==> src/rtl/alien_fleet_controller.sv <==
// Fleet-level control for the alien sprites: kill tracking, speed-up with kills,
// edge-triggered direction reversal and round-robin firing permission.
module alien_fleet_controller #(
  parameter int unsigned NUM_ALIENS     = 8,
  parameter logic [15:0] SPRITE_WIDTH   = 16'd16,
  parameter logic [15:0] LEFT_LIMIT     = 16'd8,
  parameter logic [15:0] RIGHT_LIMIT    = 16'd632,
  parameter logic [15:0] BASE_FREQUENCY = 16'd50000,
  parameter logic [15:0] SPEEDUP_STEP   = 16'd5000,
  parameter logic [15:0] MIN_FREQUENCY  = 16'd5000,
  parameter logic [23:0] FIRE_INTERVAL  = 24'd1000000
) (
  input  logic                     clk,
  input  logic                     rst,
  input  logic [16*NUM_ALIENS-1:0] position_x_flat,
  input  logic [NUM_ALIENS-1:0]    hit,
  input  logic                     respawn,
  output logic [NUM_ALIENS-1:0]    alive,
  output logic [NUM_ALIENS-1:0]    armed,
  output logic                     movement_direction,
  output logic [15:0]              movement_frequency,
  output logic [5:0]               kill_count,
  output logic                     fleet_cleared
);

  localparam int unsigned IDX_W = (NUM_ALIENS > 1) ? $clog2(NUM_ALIENS) : 1;

  typedef enum logic {
    MOVE_LEFT  = 1'b0,
    MOVE_RIGHT = 1'b1
  } dir_t;

  dir_t               state, state_next;
  logic [23:0]        fire_timer;
  logic [IDX_W-1:0]   armed_idx, idx_next, sel_idx;
  logic [NUM_ALIENS-1:0] kills, alive_next, armed_next;
  logic [6:0]         pop, kill_sum;
  logic [5:0]         kill_next;
  logic [21:0]        product;
  logic [15:0]        freq_next;
  logic               at_right, at_left, wrap, found;
  logic [15:0]        px;
  logic [16:0]        right_edge;
  int unsigned        j;

  assign wrap = (fire_timer == FIRE_INTERVAL - 24'd1);

  always_comb begin
    kills      = hit & alive;
    alive_next = alive & ~hit;
    pop        = '0;
    for (int unsigned i = 0; i < NUM_ALIENS; i++) begin
      pop = pop + 7'(kills[i]);
    end
    kill_sum  = 7'(kill_count) + pop;
    kill_next = (kill_sum >= 7'(NUM_ALIENS)) ? 6'(NUM_ALIENS) : kill_sum[5:0];

    // Product cannot wrap in 22 bits (6-bit count x 16-bit step).
    product   = 22'(kill_count) * 22'(SPEEDUP_STEP);
    freq_next = (product >= 22'(BASE_FREQUENCY - MIN_FREQUENCY)) ?
                MIN_FREQUENCY : BASE_FREQUENCY - product[15:0];
  end

  always_comb begin
    at_right   = 1'b0;
    at_left    = 1'b0;
    px         = '0;
    right_edge = '0;
    for (int unsigned i = 0; i < NUM_ALIENS; i++) begin
      px         = position_x_flat[16*i +: 16];
      right_edge = {1'b0, px} + {1'b0, SPRITE_WIDTH};
      if (alive[i] && (right_edge >= {1'b0, RIGHT_LIMIT})) at_right = 1'b1;
      if (alive[i] && (px <= LEFT_LIMIT))                  at_left  = 1'b1;
    end

    state_next = state;
    case (state)
      MOVE_RIGHT: if (at_right) state_next = MOVE_LEFT;
      MOVE_LEFT:  if (at_left)  state_next = MOVE_RIGHT;
      default:    state_next = MOVE_RIGHT;
    endcase
  end

  // The index is kept even while armed is zero so the search resumes after
  // the killed alien rather than restarting at index 0.
  always_comb begin
    found   = 1'b0;
    sel_idx = armed_idx;
    j       = 0;
    for (int unsigned k = 1; k <= NUM_ALIENS; k++) begin
      j = 32'(armed_idx) + k;
      if (j >= NUM_ALIENS) j = j - NUM_ALIENS;
      if (!found && alive_next[j]) begin
        found   = 1'b1;
        sel_idx = j[IDX_W-1:0];
      end
    end

    armed_next = armed & alive_next;
    idx_next   = armed_idx;
    if (wrap) begin
      armed_next = '0;
      if (found) begin
        armed_next[sel_idx] = 1'b1;
        idx_next            = sel_idx;
      end
    end
  end

  always_ff @(posedge clk) begin
    if (rst || respawn) begin
      state              <= MOVE_RIGHT;
      alive              <= '1;
      armed              <= NUM_ALIENS'(1);
      armed_idx          <= '0;
      kill_count         <= '0;
      movement_frequency <= BASE_FREQUENCY;
      fleet_cleared      <= 1'b0;
      fire_timer         <= '0;
    end else begin
      state              <= state_next;
      alive              <= alive_next;
      armed              <= armed_next;
      armed_idx          <= idx_next;
      kill_count         <= kill_next;
      movement_frequency <= freq_next;
      fleet_cleared      <= (alive == '0);
      fire_timer         <= wrap ? '0 : fire_timer + 24'd1;
    end
  end

  assign movement_direction = (state == MOVE_RIGHT);

endmodule

==> config.mk <==
export PLATFORM = sky130hd
export DESIGN_NAME = alien_fleet_controller
export DESIGN_NICKNAME = d
export VERILOG_FILES = /design/src/rtl/alien_fleet_controller.sv
export SDC_FILE = /design/constraint.sdc
export NUM_CORES = 1
export LEC_CHECK = 0
export BUFFER_PORTS_ARGS = -buffer_cell sky130_fd_sc_hd__buf_2
export CAP_MARGIN = 15
export CORE_AREA = 5 5 98 192
export DETAILED_ROUTE_END_ITERATION = 8
export DIE_AREA = 0 0 103 197
export PLACE_DENSITY = 0.72
export SLEW_MARGIN = 20
export SYNTH_ARGS = -nofsm -noshare
export SYNTH_HDL_FRONTEND = slang
export SYNTH_SLANG_ARGS = --single-unit
==> constraint.sdc <==
create_clock -name clk -period 7.4 [get_ports clk]
set_input_delay 1.11 -clock clk [delete_from_list [all_inputs] [get_ports clk]]
set_output_delay 1.11 -clock clk [all_outputs]
set_load 0.05 [all_outputs]
==> results by group <==
Status
  • Outcome: complete, no violations

Floorplan
  • Die Wd: 103 µm
  • Row count: 68
  • I/O pin cnt: 179
  • Die Y: 197 µm
  • Die ar.: 20300 µm²
  • Starting density of the core: 39.1%
  • Placeable Area: 17200 µm²

Drt
  • ANT nets after route: 0
  • Vias: 7222
  • Drt total wl: 21.7 mm
  • Wire per inst: 17.6 µm
  • TritonRoute pass-1 iters: 4
  • Via density: 5.87
  • DRT iter0 DRCs: 207
  • Drt drc: 0

Pwr
  • Total power draw: 0.00121 W
  • Maximum VDD drop: 0.134 mV
  • Pwr dens: 148 nW/µm²
  • Static leakage: 3.51 nW

Timing
  • Clk_skew: 6.07 ps
  • Final period utilization: 63.3%
  • Fin crit period: 4680 ps
  • Final Hold Viols: 0
  • RSZ-0062 raised after global routing: false
  • Finish-stage setup viols: 0
  • Max-slew violations: 0
  • Slew margin rel.: 35.8%
  • Worst Tran Pin Value: 951 ps
  • FMAX: 0.213 GHz
  • Final setup TNS: 0 ps
  • Final WS setup: 2720 ps

Clocking
  • Clk buf depth: 2
  • CTS Buf Count: 9
  • Clock transition at the registers of the reported paths: 60 ps
  • Worst-skew pair later-pin latency: 330 ps
  • CTS Hold Bufs: 0
  • CTS tree: done
  • Post-CTS setup buffers: 0
  • Clock H-tree levels: 3
  • Post-CTS Resized: 0
  • Clock Tree Root: clkbuf_16
  • Clk sink count: 64

Setup path
  • Setup Crit Path Kind: in -> reg
  • Nature of the critical path endpoint: flop
  • Worst Path Arrival: 4950 ps
  • CP required: 7670 ps
  • Worst-case reg-to-reg path depth: 10
  • CP Launch Type: primary input
  • Crit Path Max Fanout: 5

Job
  • Max Cap Viol: 0

Logic synthesis
  • Register area share after synthesis: 19.1%
  • Post-synthesis async set-or-reset flop share: 0%
  • Ys flop type: dfxtp_1
  • Count of flip-flops with a built-in enable after synthesis: 0
  • Synth Instances: 843
  • Library cells used by synthesis: 79
  • Mapped Area: 6730 µm²
  • Yosys top cell area share: 19.1%
  • Synth Register Bits: 64
  • YS warnings: 0
  • Synth area leader: dfxtp_1
  • Mean Syn Cell Area: 7.98 µm²
  • Top cells by area, synth: dfxtp_1 19%, ha_1 11%, nor2_1 4.0%

GRT
  • Layer with the highest usage: met2
  • Met2 Usage GRT: 41.4%
  • Via count of the first global-routing pass: 7375
  • Largest net degree at the start of global routing: 30
  • Grt ovf: 0
  • Met1 Use GR: 20.2%
  • Global-route wire length before repair: 34.6 mm
  • Initial antenna violation count: 1
  • Global Route Usage Sum: 21.2%
  • Grt met3 use: 3.26%

Layout
  • Non-Filler Instances: 1231
  • Synth-to-layout area growth: 20.9%
  • Antenna Cells: 0
  • Most frequent cells in the layout: 175 x buf_2, 71 x nor2_1, 64 x dfxtp_1
  • Share of cells above drive strength 1: 22.1%
  • Nets: 1228
  • Most common cell after layout, fill and taps aside: buf_2
  • Design Area, Final: 8130 µm²

Placed design
  • Placer Congestion: 1.02
  • Port buffer count: 175
  • Setup WS pre-CTS: 2340 ps
  • Dpl cell area: 7800 µm²
  • HPWL after detailed placement: 17.6 mm
  • Placed Cells incl. Taps: 1215

Min path
  • Hold depth: 2
  • Hold Path Class: reg -> reg
==> routing by layer <==
| layer | routed length [µm] | up-vias |
|---|---|---|
| met5 | 7 | - |
| met4 | 1070 | 2 |
| met3 | 1230 | 81 |
| met2 | 12000 | 239 |
| met1 | 7370 | 3422 |
| li1 | - | 3478 |
==> synthesized netlist by cell type, types with 15 or more instances <==
| library cell | count |
|---|---|
| dfxtp_1 | 64 |
| a21oi_1 | 35 |
| nand2_1 | 53 |
| nand3_1 | 33 |
| mux2i_1 | 16 |
| and3_1 | 22 |
| xnor2_1 | 27 |
| o21ai_0 | 36 |
| nor2_1 | 71 |
| nor3_1 | 43 |
| nand4_1 | 18 |
| inv_1 | 56 |
| nand2b_1 | 15 |
| nor2b_1 | 20 |
| xor2_1 | 21 |
| ha_1 | 61 |
| a31oi_1 | 16 |
==> cell type report <==
type,instances,area [µm²]
flip-flops and latches,64,1280
well taps,210,263
clock buffers,9,225
clock inverters,7,110
fillers,1761,9050
repair buffers,178,898
inverters,58,218
multi-input cells,705,5140
==> through the flow <==
step,util (%),hold WS (ps)
floorplan,-,430
global placement,45.4,450
detailed placement,45.4,455
CTS,47.3,463
global route,47.3,485
finish,47.3,458
==> cells by family after synthesis <==
logic type | Yosys count | synth area share [%]
multiplexers | 31 | 6.51
other | 1 | 0.0558
buffers and inverters | 78 | 4.76
XOR/XNOR | 49 | 6.49
AO/OA/AOI/OAI | 189 | 19.5
flip-flops | 64 | 19.1
AND/OR/NAND/NOR | 357 | 28.6
adder cells (fa/ha/maj) | 74 | 15.1
==> worst max-delay path, cell delays in order <==
cell	delay, ps
buf_2	130
and2_1	150
fa_1	480
inv_1	60
fa_1	520
inv_1	50
fa_1	500
fa_1	480
fa_1	420
a21o_1	210
nor3_1	130
a21oi_1	60
nor3_1	130
o21ai_0	120
or2_2	310
nor2_1	100
==> worst paths after layout <==
| check | startpoint | slack [ps] | endpoint |
|---|---|---|---|
| hold / removal | armed[7] | 460 | armed[7] |
| setup reg to reg | armed_idx[1] | 2870 | armed[3] |
| hold reg to reg | armed[7] | 460 | armed[7] |
| setup / recovery | hit[2] | 2720 | kill_count[0] |
==> report_power, final <==
part	internal [W]	leakage, nW	switching (W)
registers	0.000354	0.521	0.0000125
clock network	0.000326	0.169	0.000155
logic	0.000140	2.82	0.000219
total	0.000820	3.51	0.000386
==> registers in the layout, summed over array words and instances, names as in the netlist <==
name and count:
armed_idx 3, movement_direction 1, alive 8, armed 8, kill_count 6, fire_timer 24
movement_frequency 13, fleet_cleared 1
Note: power is estimated with default switching activity, not from simulation.
